File: src/rtl/avalon_timer_master.sv
// Avalon-MM master for the 32-bit timer slave: turns one-cycle local commands
// (read/start/stop/clear) into single bus transfers with one response each.
module avalon_timer_master #(
  parameter logic [7:0] TIMER_ADDR   = 8'h00,
  parameter int         READ_LATENCY = 1,
  parameter int         TIMEOUT      = 255
) (
  input  logic        clk,
  input  logic        reset,
  input  logic        cmd_valid,
  input  logic [1:0]  cmd_op,
  output logic        cmd_ready,
  output logic        rsp_valid,
  output logic [31:0] rsp_data,
  output logic        rsp_err,
  output logic        busy,
  output logic [7:0]  avm_address,
  output logic        avm_write,
  output logic [31:0] avm_writedata,
  output logic        avm_read,
  input  logic [31:0] avm_readdata,
  input  logic        avm_waitrequest
);

  typedef enum logic [1:0] {IDLE, XFER, LAT, RSP} state_t;

  localparam logic [2:0]  LAT_INIT  = 3'(READ_LATENCY);
  localparam logic [15:0] STALL_MAX = 16'(TIMEOUT);

  state_t      state_q, state_d;
  logic [1:0]  op_q, op_d;
  logic [15:0] stall_q, stall_d;
  logic [2:0]  lat_q, lat_d;
  logic        cmd_ready_q, cmd_ready_d;
  logic        busy_q, busy_d;
  logic        rsp_valid_q, rsp_valid_d;
  logic [31:0] rsp_data_q, rsp_data_d;
  logic        rsp_err_q, rsp_err_d;
  logic [7:0]  addr_q, addr_d;
  logic        write_q, write_d;
  logic [31:0] wdata_q, wdata_d;
  logic        read_q, read_d;

  always_ff @(posedge clk or posedge reset) begin
    if (reset) begin
      state_q     <= IDLE;
      op_q        <= 2'd0;
      stall_q     <= 16'd0;
      lat_q       <= 3'd0;
      cmd_ready_q <= 1'b1;
      busy_q      <= 1'b0;
      rsp_valid_q <= 1'b0;
      rsp_data_q  <= 32'd0;
      rsp_err_q   <= 1'b0;
      addr_q      <= TIMER_ADDR;
      write_q     <= 1'b0;
      wdata_q     <= 32'd0;
      read_q      <= 1'b0;
    end else begin
      state_q     <= state_d;
      op_q        <= op_d;
      stall_q     <= stall_d;
      lat_q       <= lat_d;
      cmd_ready_q <= cmd_ready_d;
      busy_q      <= busy_d;
      rsp_valid_q <= rsp_valid_d;
      rsp_data_q  <= rsp_data_d;
      rsp_err_q   <= rsp_err_d;
      addr_q      <= addr_d;
      write_q     <= write_d;
      wdata_q     <= wdata_d;
      read_q      <= read_d;
    end
  end

  always_comb begin
    state_d     = state_q;
    op_d        = op_q;
    stall_d     = stall_q;
    lat_d       = lat_q;
    rsp_valid_d = 1'b0;
    rsp_data_d  = rsp_data_q;
    rsp_err_d   = rsp_err_q;
    addr_d      = TIMER_ADDR;
    write_d     = write_q;
    wdata_d     = wdata_q;
    read_d      = read_q;

    case (state_q)
      IDLE: begin
        if (cmd_valid) begin
          op_d    = cmd_op;
          stall_d = 16'd0;
          state_d = XFER;
          if (cmd_op != 2'd0) begin
            write_d = 1'b1;
            wdata_d = {30'd0, cmd_op};
          end else begin
            read_d = 1'b1;
          end
        end
      end
      XFER: begin
        if (!avm_waitrequest) begin
          write_d = 1'b0;
          read_d  = 1'b0;
          if (op_q != 2'd0) begin
            state_d     = RSP;
            rsp_valid_d = 1'b1;
            rsp_data_d  = 32'd0;
            rsp_err_d   = 1'b0;
          end else begin
            state_d = LAT;
            lat_d   = LAT_INIT;
          end
        end else if (stall_q + 16'd1 == STALL_MAX) begin
          // This stalled edge is the TIMEOUT-th one: abandon the transfer.
          stall_d     = STALL_MAX;
          write_d     = 1'b0;
          read_d      = 1'b0;
          state_d     = RSP;
          rsp_valid_d = 1'b1;
          rsp_data_d  = 32'd0;
          rsp_err_d   = 1'b1;
        end else begin
          stall_d = stall_q + 16'd1;
        end
      end
      LAT: begin
        if (lat_q == 3'd1) begin
          state_d     = RSP;
          rsp_valid_d = 1'b1;
          rsp_data_d  = avm_readdata;
          rsp_err_d   = 1'b0;
        end else begin
          lat_d = lat_q - 3'd1;
        end
      end
      RSP: begin
        state_d = IDLE;
      end
      default: begin
        state_d = IDLE;
      end
    endcase

    // Handshake outputs are registered, so they follow the state being entered.
    cmd_ready_d = (state_d == IDLE);
    busy_d      = (state_d != IDLE);
  end

  assign cmd_ready     = cmd_ready_q;
  assign busy          = busy_q;
  assign rsp_valid     = rsp_valid_q;
  assign rsp_data      = rsp_data_q;
  assign rsp_err       = rsp_err_q;
  assign avm_address   = addr_q;
  assign avm_write     = write_q;
  assign avm_writedata = wdata_q;
  assign avm_read      = read_q;

endmodule

File: config.mk
export PLATFORM = sky130hd
export DESIGN_NAME = avalon_timer_master
export DESIGN_NICKNAME = d
export VERILOG_FILES = /design/src/rtl/avalon_timer_master.sv
export SDC_FILE = /design/constraint.sdc
export NUM_CORES = 1
export LEC_CHECK = 0
export CORE_MARGIN = 2
export CORE_UTILIZATION = 40
export DETAILED_ROUTE_END_ITERATION = 12
export PLACE_DENSITY_LB_ADDON = 0.1
export SLEW_MARGIN = 5
export SYNTH_ARGS = -nofsm -noshare
export SYNTH_HDL_FRONTEND = slang
export SYNTH_SLANG_ARGS = --single-unit
File: constraint.sdc
create_clock -name clk -period 2.9 [get_ports clk]
set_input_delay 0.58 -clock clk [delete_from_list [all_inputs] [get_ports clk]]
set_output_delay 0.58 -clock clk [all_outputs]
set_load 0.01 [all_outputs]
==> load_flow_metrics.sql, run 1 <==
INSERT INTO impl_metrics (metric_group, metric, value, unit) VALUES
('synth', 'synthArstFlopShare', '100', '%'),
('routing', 'first_iter_violations', '167', ''),
('sta', 'finalHoldViolations', '0', ''),
('synth', 'synth_enable_flop_cells', '0', ''),
('grt', 'grt_antenna_before_repair', '0', ''),
('grt', 'grt_start_max_net_pins', '64', ''),
('routing', 'drt_drc_violations_left', '0', ''),
('routing', 'route.detailed.wl_per_inst', '14.0', 'um'),
('synth', 'synth_common_cells', '62 x dfrtp_1, 55 x nand2_1, 38 x buf_4', ''),
('place', 'placer_s_final_routability_congestion_estimate', '0.849', ''),
('synth', 'synth_sequential_area_ratio', '41.8', '%'),
('synth', 'yosys_register_bits', '63', ''),
('critical_path', 'timing.critical_path.required', '3170', 'ps'),
('place', 'port-buffer-count', '77', ''),
('sta', 'setup_violations', '0', ''),
('critical_path', 'critical_path_arrival', '2930', 'ps'),
('sta', 'finalWorstPathRequiredPeriod', '2660', 'ps'),
('synth', 'synthesis.yosys.warnings', '0', ''),
('grt', 'grt_util_all_layers', '17.1', '%'),
('floorplanning', 'ioPinCount', '116', ''),
('sta', 'max_freq', '0.376', 'GHz'),
('synth', 'syn_area', '3770', 'um2'),
('synth', 'synth_cell_types', '56', ''),
('place', 'dpl.hpwl', '5970', 'um'),
('clocking', 'cts_made_buffers', '9', ''),
('synth', 'synth_area_leaders', 'dfrtp_1 41%, buf_4 7.6%, mux2i_1 5.8%', ''),
('floorplanning', 'die_area', '10200', 'um2'),
('clocking', 'cts.htree.levels', '3', ''),
('synth', 'yosys.area.top_type', 'dfrtp_1', ''),
('power_and_ir_drop', 'power.leakage', '2.10', 'nW'),
('power_and_ir_drop', 'powerDensity', '808', 'nW/um2'),
('clocking', 'cts_post_setup_buffers_inserted', '0', ''),
('clocking', 'skew_pair_late_insertion_delay', '340', 'ps'),
('grt', 'grt_pass1_vias', '2828', ''),
('worst_hold_path', 'hold_class', 'flop to flop', ''),
('critical_path', 'timing.critical_path.slowest_stage_cell', 'a2111oi_2', ''),
('sta', 'smallest_setup_slack_after_layout', '238', 'ps'),
('finish', 'num-nets-final', '538', ''),
('sta', 'worst_margin_pin_slew', '907', 'ps'),
('routing', 'drt_pass1_iterations', '5', ''),
('synth', 'leading_cell_type_by_number_of_instances_after_synthesis', 'dfrtp_1', ''),
('sta', 'whs', '488', 'ps'),
('critical_path', 'critPathMaxFanout', '17', ''),
('finish', 'filler_cell_count', '878', ''),
('grt', 'grt.overflow.total', '0', ''),
('critical_path', 'cpPeakStageDelay', '490', 'ps'),
('critical_path', 'category_of_the_critical_setup_timing_path', 'flop to flop', ''),
('sta', 'totalNegativeSetupSlack', '0', 'ps'),
('finish', 'antenna_cells', '0', ''),
('place', 'pre_cts_setup_slack', '198', 'ps'),
('floorplanning', 'floorplan.initialDensity', '41.0', '%'),
('power_and_ir_drop', 'vdd_ir_drop_max', '335', 'uV'),
('synth', 'synth_ff_type', 'dfrtp_1', ''),
('finish', 'areaGrowthSynthToFinish', '26.2', '%'),
('routing', 'postRouteAntennaNets', '0', ''),
('clocking', 'cts.reportedPaths.clkPinSlew', '80', 'ps'),
('critical_path', 'worstPathCellList', 'ha_2 > nand3_2 > nor4_4 > nand3_1 > a2111oi_2 > o2bb2ai_4 > buf_4 > mux2i_1', ''),
('floorplanning', 'vert_die_dim', '101', 'um'),
('sta', 'timing.final.crit_share', '91.8', '%'),
('synth', 'syn-mean-instance-area', '9.11', 'um2'),
('clocking', 'cts_sinks', '63', ''),
('grt', 'grt_pass1_wl', '14000', 'um'),
('finish', 'final_layout_size_suffix_gt1_share', '7.63', '%'),
('clocking', 'clockRootBuffer', 'clkbuf_8', ''),
('clocking', 'cts.path.max_buffers', '2', ''),
('sta', 'final_max_slew_viol_count', '0', ''),
('floorplanning', 'dieWidth', '101', 'um'),
('floorplanning', 'placeableCoreArea', '9200', 'um2'),
('routing', 'viasPerCell', '5.02', ''),
('floorplanning', 'fp-row-count', '35', ''),
('critical_path', 'critical_path.startpoint_type', 'flop', ''),
('sta', 'finalClockSkew', '8.57', 'ps'),
('synth', 'synthCells', '414', ''),
('clocking', 'cts_tree', 'done', ''),
('run_status', 'status', 'complete, no violations', ''),
('routing', 'vias', '3060', ''),
('sta', 'rsz0062_at_grt', 'no', ''),
('flow_run', 'drv_cap', '0', ''),
('sta', 'worst_slew_margin_rel', '39.5', '%'),
('critical_path', 'timing.critical_path.to_type', 'flop', ''),
('routing', 'wl', '8530', 'um'),
('synth', 'post-synth-top-area-fraction', '41.1', '%');
==> final timing paths <==
path                       slack (ps)  startpoint           end  cells past startpoint
max in group asynchronous        1960       reset     cmd_ready                      3
hold reg to reg                   490     op_q[1]       op_q[1]                      2
setup reg to reg                  240  stall_q[1]  rsp_data[15]                      8
min in group asynchronous         620       reset  rsp_data[14]                      3
setup / recovery                  240  stall_q[1]  rsp_data[15]                      8
hold / removal                    490     op_q[1]       op_q[1]                      2
==> per-layer routing <==
layer,track usage (%),wire length (um)
met2,25.9,3720
met3,4.23,477
met5,0,0
met4,4.99,81
met1,24.3,4260
==> critical path, delay by kind of cell (launching register included) <==
family	cells	cell delay (ps)
simple gates	3	690
compound gates	2	660
flops	1	460
fa+ha+maj	1	280
buf+inv	1	270
mux	1	230
==> registers in the layout, summed over array words and instances (netlist names) <==
register,flops
op_q,2
avm_read,1
avm_write,1
busy,1
rsp_err,1
stall_q,16
lat_q,3
rsp_valid,1
cmd_ready,1
rsp_data,32
state_q,2
avm_writedata,2
==> cell families after synthesis <==
group	after synthesis	share of synthesized area, %
simple gates	144	19.7
buf+inv	94	13.9
compound gates	81	15.9
flops	63	41.8
mux	22	5.84
fa+ha+maj	7	2.32
xor+xnor	2	0.464
other cells	1	0.0994
==> layout make-up <==
cell class | instances | area [um2] | share of cell area (%)
well taps | 111 | 139 | 2.92
clock inverters | 7 | 73.8 | 1.55
flip-flops and latches | 63 | 1580 | 33.1
inverters | 36 | 135 | 2.84
clock buffers | 9 | 124 | 2.60
repair buffers | 89 | 886 | 18.6
multi-input cells | 294 | 1820 | 38.3
==> layout by cell type, fill, tap and decap left out, types with 2 or more instances in the layout <==
cell type | Yosys | layout
a31oi_1 | 4 | 4
buf_4 | 38 | 10
buf_12 | 0 | 2
clkdlybuf4s50_1 | 0 | 77
inv_2 | 1 | 2
a21oi_1 | 5 | 5
nor2_1 | 17 | 17
a221o_1 | 11 | 11
clkinvlp_4 | 0 | 4
nand2b_1 | 5 | 5
o21ai_0 | 22 | 22
clkbuf_8 | 0 | 9
mux2i_1 | 22 | 22
o31ai_1 | 11 | 11
dfrtp_1 | 62 | 62
a22o_1 | 2 | 2
nand4_1 | 3 | 3
a211oi_1 | 2 | 2
a22oi_1 | 2 | 2
nor3_1 | 3 | 3
inv_1 | 35 | 34
nor2b_1 | 6 | 6
conb_1 | 1 | 38
or3_1 | 2 | 2
a31o_1 | 2 | 2
nand3_1 | 18 | 18
ha_1 | 7 | 6
nand2_1 | 55 | 55
a41o_1 | 2 | 2
a21o_1 | 6 | 6
and2_1 | 25 | 25
==> timing repair <==
item,in CTS,in global routing
endpoints found under the setup margin,0,14
gates resized for setup,0,1
hold buffers,0,0
==> power by group <==
part / switching, mW / internal, mW
clock: 0.374 / 0.396
sequential: 0.163 / 1.11
combinational: 0.958 / 0.847
total: 1.50 / 2.35
==> through the flow <==
| step | instances | power [mW] | utilization [%] | area, um2 |
|---|---|---|---|---|
| 2_1_floorplan | 451 | 2.44 | - | 3910 |
| 3_3_place_gp | 593 | 3.07 | 49.6 | 4560 |
| 3_5_place_dp | 593 | 3.10 | 49.6 | 4560 |
| 4_1_cts | 609 | 3.90 | 51.7 | 4760 |
| 5_1_grt | 609 | 4.14 | 51.8 | 4760 |
| 6_report | 609 | 3.84 | 51.8 | 4760 |
No activity file was read; power rests on OpenSTA's default activity.
==> run 2: changes to the inputs <==
--- a/config.mk
+++ b/config.mk
@@ -5,6 +5,7 @@
 export SDC_FILE = /design/constraint.sdc
 export NUM_CORES = 1
 export LEC_CHECK = 0
+export CORE_ASPECT_RATIO = 2
 export CORE_MARGIN = 2
 export CORE_UTILIZATION = 40
 export DETAILED_ROUTE_END_ITERATION = 12
==> load_flow_metrics.sql, run 2 (synthesis gave the netlist of run 1 again) <==
INSERT INTO impl_metrics (metric_group, metric, value, unit) VALUES
('sta', 'max_freq', '0.373', 'GHz'),
('finish', 'areaGrowthSynthToFinish', '30.2', '%'),
('critical_path', 'cpPeakStageDelay', '450', 'ps'),
('routing', 'viasPerCell', '5.04', ''),
('place', 'dpl.hpwl', '6560', 'um'),
('place', 'postPlaceCellArea', '4590', 'um2'),
('routing', 'vias', '3071', ''),
('finish', 'filler_cell_count', '879', ''),
('sta', 'worst_margin_pin_slew', '660', 'ps'),
('floorplanning', 'placeableCoreArea', '9260', 'um2'),
('critical_path', 'timing.critical_path.required', '3150', 'ps'),
('grt', 'grt.busiest_layer', 'met2', ''),
('routing', 'wl', '9010', 'um'),
('grt', 'grt_util_all_layers', '18.2', '%'),
('clocking', 'cts_sinks', '63', ''),
('routing', 'postRouteAntennaNets', '0', ''),
('power_and_ir_drop', 'clockPowerShare', '25.2', '%'),
('clocking', 'cts_tree', 'done', ''),
('grt', 'grt_util_met3', '2.13', '%'),
('routing', 'drt_drc_violations_left', '0', ''),
('finish', 'total_area_of_multi_input_combinational_cells', '1850', 'um2'),
('clocking', 'cts_made_buffers', '9', ''),
('power_and_ir_drop', 'comb_power_share', '44.2', '%'),
('sta', 'final_max_slew_viol_count', '0', ''),
('floorplanning', 'dieWidth', '72.7', 'um'),
('critical_path', 'timing.critical_path.slowest_stage_cell', 'dfrtp_1', ''),
('sta', 'worst_slew_margin_rel', '55.9', '%'),
('clocking', 'cts.path.max_buffers', '2', ''),
('critical_path', 'timing.critical_path.to_type', 'flop', ''),
('finish', 'fin_area', '4910', 'um2'),
('sta', 'finalHoldViolations', '0', ''),
('sta', 'finalClockSkew', '6.18', 'ps'),
('run_status', 'status', 'complete, no violations', ''),
('place', 'placer_s_final_routability_congestion_estimate', '0.846', ''),
('sta', 'totalNegativeSetupSlack', '0', 'ps'),
('floorplanning', 'ioPinCount', '116', ''),
('grt', 'grt_pass1_vias', '3106', ''),
('clocking', 'cts.reportedPaths.clkPinSlew', '50', 'ps'),
('power_and_ir_drop', 'power.leakage', '2.18', 'nW'),
('clocking', 'cts.htree.levels', '3', ''),
('sta', 'finalWorstPathRequiredPeriod', '2680', 'ps'),
('floorplanning', 'die_area', '10300', 'um2'),
('routing', 'route.detailed.wl_per_inst', '14.8', 'um'),
('critical_path', 'category_of_the_critical_setup_timing_path', 'flop to flop', ''),
('power_and_ir_drop', 'vdd_ir_drop_max', '466', 'uV'),
('critical_path', 'critPathMaxFanout', '10', ''),
('flow_run', 'drv_cap', '0', ''),
('worst_hold_path', 'hold_class', 'flop to flop', ''),
('critical_path', 'worstPathCellList', 'ha_1 > nand3_2 > nor4_4 > nand3_1 > a2111oi_4 > o2bb2ai_4 > buf_4 > mux2i_1', ''),
('power_and_ir_drop', 'powerDensity', '850', 'nW/um2'),
('floorplanning', 'fp-row-count', '50', ''),
('clocking', 'clockRootBuffer', 'clkbuf_16', ''),
('grt', 'grt_start_max_net_pins', '30', ''),
('power_and_ir_drop', 'power_switching', '1.53', 'mW'),
('place', 'port-buffer-count', '77', ''),
('critical_path', 'critical_path.startpoint_type', 'flop', ''),
('grt', 'grt.overflow.total', '0', ''),
('finish', 'layout.cells.most_common', 'clkdlybuf4s50_1', ''),
('power_and_ir_drop', 'cell_internal_pwr', '2.64', 'mW'),
('power_and_ir_drop', 'swShare', '36.7', '%'),
('routing', 'drt_pass1_iterations', '4', ''),
('clocking', 'skew_pair_late_insertion_delay', '330', 'ps'),
('power_and_ir_drop', 'report.power.total', '4.18', 'mW'),
('routing', 'first_iter_violations', '133', ''),
('clocking', 'ctsHoldBuffers', '0', ''),
('grt', 'grt.met2_usage', '33.0', '%'),
('finish', 'most_used_cells_in_the_layout_excluding_fill_and_tap_cells', '77 x clkdlybuf4s50_1, 62 x dfrtp_1, 55 x nand2_1, 38 x conb_1, 34 x inv_1', ''),
('finish', 'area_taken_by_flip_flops_and_latches', '1580', 'um2'),
('grt', 'grt.met1_usage', '20.0', '%'),
('finish', 'antenna_cells', '0', ''),
('sta', 'setup_violations', '0', ''),
('finish', 'largest_register_ffs', '32', ''),
('floorplanning', 'vert_die_dim', '141', 'um'),
('floorplanning', 'floorplan.initialDensity', '40.7', '%'),
('power_and_ir_drop', 'share_seq_of_total_power', '30.7', '%'),
('sta', 'timing.final.crit_share', '92.5', '%'),
('finish', 'final_layout_size_suffix_gt1_share', '8.51', '%'),
('grt', 'grt_antenna_before_repair', '0', ''),
('finish', 'num-nets-final', '545', ''),
('grt', 'grt_pass1_wl', '14600', 'um'),
('critical_path', 'critical_path_arrival', '2940', 'ps');
## run 2: cell count changes in the layout (fill, tap and decap cells not counted)
cell / previous run / this run
a2111oi_2: 1 / 0
a2111oi_4: 0 / 1
buf_4: 10 / 16
clkbuf_1: 0 / 1
clkbuf_16: 0 / 9
clkbuf_8: 9 / 0
clkinv_2: 1 / 3
clkinvlp_4: 4 / 1
ha_1: 6 / 7
ha_2: 1 / 0
o2bb2ai_2: 0 / 1
## run 2: final timing paths
check,from,end,slack [ps],cells past startpoint
worst min-delay path,avm_writedata[0],avm_writedata[0],480,2
worst max register to register,stall_q[0],rsp_data[1],220,8
max in group asynchronous,reset,cmd_ready,1590,3
worst min register to register,avm_writedata[0],avm_writedata[0],480,2
min in group asynchronous,reset,rsp_data[20],670,2
worst max-delay path,stall_q[0],rsp_data[1],220,8
## run 2: cell type report
type / instances / share of cell area [%]
inverters: 36 / 2.75
flip-flops and latches: 63 / 32.1
well taps: 104 / 2.65
multi-input cells: 295 / 37.6
repair buffers: 95 / 18.9
clock inverters: 6 / 1.25
clock buffers: 10 / 4.66
## run 2: critical path, delay by kind of cell (launching register included)
kind | cells | cell delay, ps
AO/OA/AOI/OAI | 2 | 700
adder cells (fa/ha/maj) | 1 | 290
buffers and inverters | 1 | 230
flip-flops | 1 | 450
multiplexers | 1 | 200
AND/OR/NAND/NOR | 3 | 730
## run 2: stage by stage
stage	std cells	setup WS (ps)	hold slack (ps)	util, %
6_report	609	216	482	53.1
5_1_grt	609	-12.6	517	53.1
4_1_cts	607	25.5	481	52.7
3_5_place_dp	591	66.0	469	49.6
3_3_place_gp	591	199	463	49.6
2_1_floorplan	451	571	447	-
## run 2: what timing repair did
| action | CTS | global route |
|---|---|---|
| buffers inserted | 0 | 1 |
| endpoints found under the setup margin | 0 | 15 |
| hold endpoints to repair | 0 | 0 |
| gates resized for setup | 0 | 1 |
## run 2: power groups by stage
stage,registers (mW),clock network [mW],logic (mW)
finish,1.28,1.05,1.84
global route,1.30,1.12,2.05
CTS,1.28,1.08,1.84
detailed placement,1.29,0,1.84
global placement,1.28,0,1.82
floorplan,1.33,0,1.11
## run 2: layer usage
| layer | vias to the layer above | routed length, um |
|---|---|---|
| li1 | 1519 | - |
| met1 | 1469 | 3440 |
| met2 | 66 | 5080 |
| met3 | 17 | 296 |
| met4 | 0 | 195 |
| met5 | - | 0 |
==> run 3: changes to the inputs <==
--- a/config.mk
+++ b/config.mk
@@ -7,10 +7,9 @@
 export LEC_CHECK = 0
 export CORE_ASPECT_RATIO = 2
 export CORE_MARGIN = 2
-export CORE_UTILIZATION = 40
+export CORE_UTILIZATION = 38
 export DETAILED_ROUTE_END_ITERATION = 12
 export PLACE_DENSITY_LB_ADDON = 0.1
-export SLEW_MARGIN = 5
 export SYNTH_ARGS = -nofsm -noshare
 export SYNTH_HDL_FRONTEND = slang
 export SYNTH_SLANG_ARGS = --single-unit
==> load_flow_metrics.sql, run 3 (synthesis gave the netlist of run 1 again) <==
INSERT INTO impl_metrics (metric_group, metric, value, unit) VALUES
('run_status', 'status', 'complete, no violations', ''),
('worst_hold_path', 'hold_start', 'avm_writedata[0]', ''),
('critical_path', 'critical_path.startpoint_type', 'flop', ''),
('critical_path', 'worst_reg2reg_path_startpoint', 'stall_q[1]', ''),
('sta', 'finalClockSkew', '5.79', 'ps'),
('finish', 'most_used_cells_in_the_layout_excluding_fill_and_tap_cells', '77 x clkdlybuf4s50_1, 62 x dfrtp_1, 55 x nand2_1, 38 x conb_1, 34 x inv_1', ''),
('sta', 'rsz0062_at_grt', 'no', ''),
('floorplanning', 'floorplan.initialDensity', '38.9', '%'),
('power_and_ir_drop', 'power.leakage', '2.18', 'nW'),
('critical_path', 'critical_path_arrival', '2900', 'ps'),
('finish', 'final_layout_size_suffix_gt1_share', '8.12', '%'),
('grt', 'grt_start_max_net_pins', '52', ''),
('routing', 'drt_pass1_iterations', '4', ''),
('clocking', 'cts.path.max_buffers', '2', ''),
('routing', 'first_iter_violations', '110', ''),
('floorplanning', 'fp-row-count', '51', ''),
('clocking', 'clockRootBuffer', 'clkbuf_16', ''),
('sta', 'timing.final.crit_share', '91.3', '%'),
('power_and_ir_drop', 'vdd_ir_drop_max', '378', 'uV'),
('finish', 'antenna_cells', '0', ''),
('critical_path', 'worstPathCellList', 'ha_1 > nand3_2 > nor4_4 > nand3_1 > a2111oi_4 > o2bb2ai_4 > buf_4 > mux2i_1', ''),
('worst_hold_path', 'hold_class', 'flop to flop', ''),
('sta', 'smallest_setup_slack_after_layout', '252', 'ps'),
('critical_path', 'timing.critical_path.to_type', 'flop', ''),
('critical_path', 'timing.critical_path.slowest_stage_cell', 'dfrtp_1', ''),
('sta', 'worst_slew_margin_rel', '63.9', '%'),
('place', 'dpl.hpwl', '6730', 'um'),
('place', 'pre_cts_setup_slack', '87.4', 'ps'),
('sta', 'finalWorstPathRequiredPeriod', '2650', 'ps'),
('routing', 'top_signal_layer_used', 'met4', ''),
('floorplanning', 'vert_die_dim', '145', 'um'),
('critical_path', 'critPathMaxFanout', '11', ''),
('routing', 'wl_met2', '5140', 'um'),
('critical_path', 'category_of_the_critical_setup_timing_path', 'flop to flop', ''),
('clocking', 'cts_tree', 'done', ''),
('finish', 'layout.cells.most_common', 'clkdlybuf4s50_1', ''),
('sta', 'totalNegativeSetupSlack', '0', 'ps'),
('floorplanning', 'die_area', '10800', 'um2'),
('routing', 'postRouteAntennaNets', '0', ''),
('routing', 'viasPerCell', '4.88', ''),
('sta', 'setup_violations', '0', ''),
('routing', 'routed_met3_length', '324', 'um'),
('sta', 'final_max_slew_viol_count', '0', ''),
('clocking', 'cts.htree.levels', '3', ''),
('clocking', 'cts.reportedPaths.clkPinSlew', '50', 'ps'),
('critical_path', 'regToRegSetupSlack', '250', 'ps'),
('clocking', 'cts_sinks', '63', ''),
('critical_path', 'cpPeakStageDelay', '440', 'ps'),
('floorplanning', 'ioPinCount', '116', ''),
('power_and_ir_drop', 'powerDensity', '847', 'nW/um2'),
('critical_path', 'timing.critical_path.required', '3150', 'ps'),
('place', 'placer_s_final_routability_congestion_estimate', '0.802', ''),
('worst_hold_path', 'hold-path-endpoint', 'avm_writedata[0]', ''),
('critical_path', 'critical_path.reg2reg.endpoint', 'rsp_data[0]', ''),
('finish', 'largest_register_ffs', '32', ''),
('clocking', 'ctsHoldBuffers', '0', ''),
('sta', 'finalHoldViolations', '0', ''),
('routing', 'wl', '9250', 'um'),
('clocking', 'cts_made_buffers', '9', ''),
('worst_hold_path', 'hold-path-cell-count', '2', ''),
('finish', 'num-nets-final', '545', ''),
('routing', 'drt_drc_violations_left', '0', ''),
('finish', 'areaGrowthSynthToFinish', '31.2', '%'),
('clocking', 'skew_pair_late_insertion_delay', '330', 'ps'),
('grt', 'grt_antenna_before_repair', '0', ''),
('grt', 'grt_util_all_layers', '17.8', '%'),
('critical_path', 'worst-r2r-cell-count', '8', ''),
('sta', 'max_freq', '0.378', 'GHz'),
('flow_run', 'drv_cap', '0', ''),
('grt', 'grt.overflow.total', '0', ''),
('floorplanning', 'dieWidth', '74.5', 'um'),
('routing', 'wirelength_met1', '3590', 'um'),
('sta', 'worst_margin_pin_slew', '540', 'ps'),
('grt', 'grt_pass1_vias', '2965', ''),
('floorplanning', 'placeableCoreArea', '9700', 'um2'),
('grt', 'grt_pass1_wl', '14800', 'um'),
('routing', 'route.detailed.wl_per_inst', '14.5', 'um'),
('routing', 'vias', '3110', ''),
('place', 'port-buffer-count', '77', '');
-- run 3: worst max-delay path by stage --
stage,start,endpoint,slack [ps],cells after the start
final,stall_q[1],rsp_data[0],250,8
after global routing,stall_q[1],rsp_data[19],40,8
after CTS,stall_q[1],rsp_data[19],70,8
after detailed placement,stall_q[1],rsp_data[6],90,8
after global placement,stall_q[1],rsp_data[6],210,8
after floorplan,stall_q[1],rsp_data[0],570,8
-- run 3: layer usage --
metal	track usage, %	up-vias
met3	3.33	13
met2	31.4	75
li1	-	1522
met1	19.9	1500
met4	7.68	0
met5	0	-
-- run 3: stage by stage --
step / instance area [um2] / power, mW / util, % / hold slack, ps / cells
final: 4950 / 4.19 / 51.0 / 480 / 637
after global routing: 4950 / 4.49 / 51.0 / 510 / 637
after CTS: 4920 / 4.22 / 50.7 / 487 / 635
after detailed placement: 4620 / 3.14 / 47.7 / 474 / 619
after global placement: 4620 / 3.12 / 47.7 / 464 / 619
after floorplan: 3910 / 2.44 / - / 447 / 451
-- run 3: where the power goes --
| part | internal [mW] | total (mW) | switching [mW] |
|---|---|---|---|
| logic | 0.881 | 1.86 | 0.984 |
| registers | 1.11 | 1.27 | 0.162 |
| clock network | 0.687 | 1.06 | 0.371 |
| total | 2.68 | 4.19 | 1.52 |
-- run 3: area by class of cell --
class                      instances  area, um2
tap                              132        165
clock inverter                     3       42.5
fill                             934       4750
sequential                        63       1580
timing repair buffer              95        931
multi-input combinational        295       1850
clock buffer                      13        250
inverter                          36        135
-- run 3: critical path, delay by kind of cell, from the launching register on --
kind,cells,cell delay (ps)
AO/OA/AOI/OAI,2,700
flip-flops,1,440
buffers and inverters,1,230
adder cells (fa/ha/maj),1,280
AND/OR/NAND/NOR,3,720
multiplexers,1,190
-- run 3: timing repair --
| action | 4_1_cts | 5_1_grt |
|---|---|---|
| endpoints found under the hold margin | 0 | 0 |
| gates resized for setup | 0 | 1 |
| buffers inserted | 0 | 1 |
| endpoints found under the setup margin | 0 | 14 |
